==> src/rtl/armleocpu_cache_permcheck.sv <==
// Registered page permission check between the cache TLB-read stage and the response path.
// Optionally turns A/D-only faults into a PTE A/D update transaction before responding.
module armleocpu_cache_permcheck #(
  parameter int ID_W         = 4,
  parameter int HW_AD_UPDATE = 0
) (
  input  logic            clk,
  input  logic            rst_n,

  input  logic            req_valid,
  output logic            req_ready,
  input  logic [ID_W-1:0] req_id,
  input  logic [3:0]      req_cmd,
  input  logic [7:0]      req_accesstag,

  input  logic            csr_satp_mode,
  input  logic [1:0]      csr_mcurrent_privilege,
  input  logic            csr_mstatus_mprv,
  input  logic            csr_mstatus_mxr,
  input  logic            csr_mstatus_sum,
  input  logic [1:0]      csr_mstatus_mpp,

  output logic            upd_valid,
  input  logic            upd_ready,
  output logic [ID_W-1:0] upd_id,
  output logic [7:0]      upd_accesstag,
  input  logic            upd_done,
  input  logic            upd_error,

  output logic            resp_valid,
  input  logic            resp_ready,
  output logic [ID_W-1:0] resp_id,
  output logic            resp_pagefault,
  output logic [3:0]      resp_cause,
  output logic [7:0]      resp_accesstag
);

  localparam logic [3:0] CACHE_CMD_EXECUTE = 4'd1;
  localparam logic [3:0] CACHE_CMD_LOAD    = 4'd2;
  localparam logic [3:0] CACHE_CMD_STORE   = 4'd3;

  localparam logic [1:0] PRIV_USER    = 2'b00;
  localparam logic [1:0] PRIV_SUPER   = 2'b01;
  localparam logic [1:0] PRIV_MACHINE = 2'b11;

  // Handshakes: a transfer happens on a rising clk edge where valid && ready are both high;
  // a producer holds valid and its payload stable until that edge.
  typedef enum logic [1:0] {
    S_IDLE     = 2'd0,
    S_RESP     = 2'd1,
    S_UPD_REQ  = 2'd2,
    S_UPD_WAIT = 2'd3
  } state_t;

  state_t state_q, state_d;

  logic [ID_W-1:0] id_q;
  logic            pf_q;
  logic [3:0]      cause_q;
  logic [7:0]      tag_q;
  logic [7:0]      upd_tag_q;

  logic [1:0] eff_priv;
  logic       is_load, is_store, is_exec, bypass;
  logic       t_v, t_r, t_w, t_x, t_u, t_a, t_d;
  logic [3:0] chk_cause;
  logic       ad_only;
  logic [7:0] new_tag;
  logic       accept;

  always_comb begin
    eff_priv = (csr_mcurrent_privilege == PRIV_MACHINE && csr_mstatus_mprv)
             ? csr_mstatus_mpp : csr_mcurrent_privilege;
    is_load  = (req_cmd == CACHE_CMD_LOAD);
    is_store = (req_cmd == CACHE_CMD_STORE);
    is_exec  = (req_cmd == CACHE_CMD_EXECUTE);
    bypass   = !csr_satp_mode || (eff_priv == PRIV_MACHINE) || !(is_load || is_store || is_exec);
    t_v = req_accesstag[0];
    t_r = req_accesstag[1];
    t_w = req_accesstag[2];
    t_x = req_accesstag[3];
    t_u = req_accesstag[4];
    t_a = req_accesstag[6];
    t_d = req_accesstag[7];
    chk_cause = 4'd0;
    if (!bypass) begin
      if (!t_v || !(t_r || t_x))                             chk_cause = 4'd1;
      else if (eff_priv == PRIV_SUPER && t_u && !csr_mstatus_sum) chk_cause = 4'd2;
      else if (eff_priv == PRIV_USER && !t_u)                chk_cause = 4'd3;
      else if (is_store && !t_w)                             chk_cause = 4'd6;
      else if (is_load && !t_r && !(csr_mstatus_mxr && t_x)) chk_cause = 4'd7;
      else if (is_exec && !t_x)                              chk_cause = 4'd8;
      else if (!t_a)                                         chk_cause = 4'd4;
      else if (is_store && !t_d)                             chk_cause = 4'd5;
    end
    ad_only = (HW_AD_UPDATE != 0) && (chk_cause == 4'd4 || chk_cause == 4'd5);
    new_tag = req_accesstag | 8'h40 | (is_store ? 8'h80 : 8'h00);
    accept  = (state_q == S_IDLE) && req_valid;
  end

  always_ff @(posedge clk or negedge rst_n) begin
    if (!rst_n) state_q <= S_IDLE;
    else        state_q <= state_d;
  end

  always_comb begin
    state_d = state_q;
    case (state_q)
      S_IDLE:     if (req_valid)  state_d = ad_only ? S_UPD_REQ : S_RESP;
      S_RESP:     if (resp_ready) state_d = S_IDLE;
      S_UPD_REQ:  if (upd_ready)  state_d = S_UPD_WAIT;
      S_UPD_WAIT: if (upd_done)   state_d = S_RESP;
      default:                    state_d = S_IDLE;
    endcase
  end

  always_comb begin
    req_ready  = 1'b0;
    resp_valid = 1'b0;
    upd_valid  = 1'b0;
    case (state_q)
      S_IDLE:    req_ready  = 1'b1;
      S_RESP:    resp_valid = 1'b1;
      S_UPD_REQ: upd_valid  = 1'b1;
      default:   ;
    endcase
  end

  // The check result is latched at accept, so later CSR changes cannot alter it.
  always_ff @(posedge clk or negedge rst_n) begin
    if (!rst_n) begin
      id_q      <= '0;
      pf_q      <= 1'b0;
      cause_q   <= 4'd0;
      tag_q     <= 8'h00;
      upd_tag_q <= 8'h00;
    end else if (accept) begin
      id_q      <= req_id;
      pf_q      <= (chk_cause != 4'd0) && !ad_only;
      cause_q   <= ad_only ? 4'd0 : chk_cause;
      tag_q     <= req_accesstag;
      upd_tag_q <= new_tag;
    end else if (state_q == S_UPD_WAIT && upd_done) begin
      if (upd_error) begin
        pf_q    <= 1'b1;
        cause_q <= 4'd9;
      end else begin
        pf_q    <= 1'b0;
        cause_q <= 4'd0;
        tag_q   <= upd_tag_q;
      end
    end
  end

  assign upd_id         = id_q;
  assign upd_accesstag  = upd_tag_q;
  assign resp_id        = id_q;
  assign resp_pagefault = pf_q;
  assign resp_cause     = cause_q;
  assign resp_accesstag = tag_q;

endmodule

==> config.mk <==
export PLATFORM = sky130hd
export DESIGN_NAME = armleocpu_cache_permcheck
export DESIGN_NICKNAME = d
export VERILOG_FILES = /design/src/rtl/armleocpu_cache_permcheck.sv
export SDC_FILE = /design/constraint.sdc
export NUM_CORES = 1
export LEC_CHECK = 0
export BUFFER_PORTS_ARGS = -buffer_cell sky130_fd_sc_hd__buf_4
export CORE_MARGIN = 2
export CORE_UTILIZATION = 39
export DETAILED_ROUTE_END_ITERATION = 10
export GPL_TIMING_DRIVEN = 0
export PLACE_DENSITY = 0.78
export SLEW_MARGIN = 20
export SYNTH_ARGS = -nofsm -noshare
export SYNTH_HDL_FRONTEND = slang
export SYNTH_SLANG_ARGS = --single-unit
==> constraint.sdc <==
create_clock -name clk -period 1.6 [get_ports clk]
set_clock_uncertainty 0.05 [all_clocks]
set_input_delay 0.32 -clock clk [delete_from_list [all_inputs] [get_ports clk]]
set_output_delay 0.32 -clock clk [all_outputs]
set_load 0.03 [all_outputs]
==> results.cfg <==
[outcome]
outcome = complete, but fails checks
violations = setup timing

[worst_setup_path]
required_ns = 1.77
crit_fanout = 6
start_kind = flip-flop
critPathCaptureType = flip-flop
criticalPathCategory = reg2reg
critPathArrivalTime_ns = 1.84

[sta]
setup_violations = 8
finalWorstSetupSlack_ns = -0.0654
tns_ns = -0.364
worst-slew-pin-transition_ns = 0.472
post-route-min-period_ns = 1.67
max_clock_freq_mhz = 600
hold_violations = 0
finalCritPeriodShare_pct = 104
rsz0062_at_grt = yes
max-slew-margin-rel_pct = 68.4
drv_slew = 0

[clocking]
tritoncts = built
clockBufferDepth = 2
cts.sinks = 27
clkLatencyLatePin_ns = 0.32
cts_max_level = 1
cts_buffers = 3
cts.clk_slew.worst_paths_ns = 0.15
cts-root-buf = clkbuf_4

[grt]
grt_use_total_pct = 18.3
overflow = 0
grt_pass1_wl_mm = 5.81
grt_use_met1_pct = 20.8
grt_start_max_net_pins = 28
antenna_found_initial = 0
grt_pass1_vias = 1338
globalRouteMet3Util_pct = 5.23
grtUsageMet2_pct = 33.1
top_usage_layer = met2

[die]
initial_core_util_pct = 40.6
die_area_sq_um = 3930
row_count = 21
die_h_um = 62.7
core_region_area_sq_um = 3310
io_pins = 63
die_w_um = 62.7

[routing]
viasPerCell = 5.09
wl_mm = 3.44
initialDrtViolationCount = 89
postRouteAntennaNets = 0
dr.pass1.iters = 4
wl_per_cell_um = 14.2
drc_errors = 0
via_count = 1232

[flow_run]
cap_violations = 0

[synth]
yosys_warnings = 0
synth_fp_nets = 153
syn_avg_cell_area_sq_um = 11.0
synth_top_area_cell = dfrtp_1
ys_seq_area_share_pct = 50.3
synthesis.area_sq_um = 1340
netlist_top_cells_area = dfrtp_1 (50%), mux2_2 (14%), a21oi_1 (3.4%), nand2_1 (3.1%), o21ai_0 (3.0%)
yosysUniqueCellTypes = 32
synth_top_area_share_pct = 50.3
ys_ff_latch = 27
synthCells = 122

[placement]
dp_hpwl_mm = 2.54
gp_congestion = 0.745
portBuffers = 62
place_ws_ns = -0.403

[pwr]
ir_drop_mv = 0.761
power_density_nw_per_um2 = 1210
p_leak_nw = 0.971

[layout]
seqCellArea_sq_um = 676
fillCellCount = 298
layout_common_cells = buf_4 (71), dfrtp_1 (27), nand2_1 (11)
synthToLayoutAreaGrowth_pct = 54.7
drive_above_1_share_pct = 52.6
fin_util_pct = 62.8
multi_input_area_sq_um = 683
finalNetCount = 228
antenna_cells = 0
final_common_cell = buf_4

[hold_path]
hold_class = in2reg
synthesized netlist by cell type:
| library cell | count |
|---|---|
| inv_1 | 2 |
| or2_2 | 1 |
| nor2_2 | 1 |
| o21a_1 | 1 |
| nor4bb_1 | 1 |
| nand3_1 | 3 |
| a31oi_1 | 1 |
| a211oi_1 | 1 |
| nor2_1 | 6 |
| a21o_1 | 1 |
| o21ai_0 | 8 |
| nand3b_1 | 4 |
| and2_1 | 1 |
| o22a_1 | 1 |
| o2111ai_1 | 2 |
| o211ai_1 | 2 |
| o21ai_1 | 1 |
| buf_4 | 4 |
| a21oi_4 | 1 |
| mux2i_1 | 2 |
| mux2_2 | 17 |
| nor2b_1 | 3 |
| dfrtp_1 | 27 |
| a21oi_1 | 9 |
| clkbuf_1 | 2 |
| nor3b_4 | 1 |
| o41ai_1 | 1 |
| nand2_1 | 11 |
| buf_6 | 1 |
| nand4_1 | 2 |
| and3b_1 | 1 |
| nand2b_1 | 3 |
metal layers:
layer,vias to the layer above,wire (um)
met2,55,1710
li1,585,-
met1,584,1430
met3,8,255
met4,0,54
met5,-,0
through the flow:
stage               instances  power (mW)  hold slack (ns)  area, sq um
floorplan                 122        1.66          -0.0256         1370
global placement          230        2.10            0.195         1890
detailed placement        230        2.13            0.206         1890
CTS                       241        2.52            0.163         2060
global route              242        2.64            0.153         2080
finish                    242        2.52            0.164         2080
final cells by class:
type / count / share of cell area, %
tap: 46 / 2.77
sequential: 27 / 32.5
multi-input combinational: 86 / 32.9
inverter: 2 / 0.361
clock buffer: 4 / 1.26
timing repair buffer: 70 / 27.4
buffer: 7 / 2.89
registers in the layout, summed over array words and instances (netlist names):
signal / count
resp_id: 4
resp_cause: 4
resp_pagefault: 1
upd_accesstag: 8
resp_accesstag: 8
state_q: 2
critical path, cell delays in order, from the launching register on:
cell and delay (ns):
dfrtp_1 0.44, nor3b_4 0.24, buf_12 0.15, buf_12 0.12
mux2_4 0.30, mux2_4 0.26
report_power, final:
| part | switching, mW | internal (mW) |
|---|---|---|
| clock | 0.201 | 0.0976 |
| combinational | 0.685 | 0.581 |
| sequential | 0.105 | 0.851 |
cell families after synthesis:
family	synth area share, %
and+or+nand+nor	16.0
buffers and inverters	4.19
muxes	15.7
AOI/OAI and AO/OA	13.8
DFF	50.3
repair_timing:
action	in CTS	in global routing
hold buffers	1	0
pin swaps	4	5
resized for setup	14	6
endpoints found under the hold margin	27	0
endpoints found under the setup margin	21	20
setup buffers	6	1
path summary, 6_finish.rpt:
check / from / endpoint / slack (ns) / depth (start not counted)
max: state_q[0] / resp_accesstag[1] / -0.07 / 5
min: req_id[2] / resp_id[2] / 0.16 / 2
max reg2reg: state_q[0] / resp_accesstag[1] / -0.07 / 5
min reg2reg: resp_cause[1] / resp_cause[1] / 0.44 / 2
max in group asynchronous: rst_n / upd_accesstag[1] / 0.86 / 2
min in group asynchronous: rst_n / resp_pagefault / 0.38 / 2
Power figures use the tool's default switching activity.
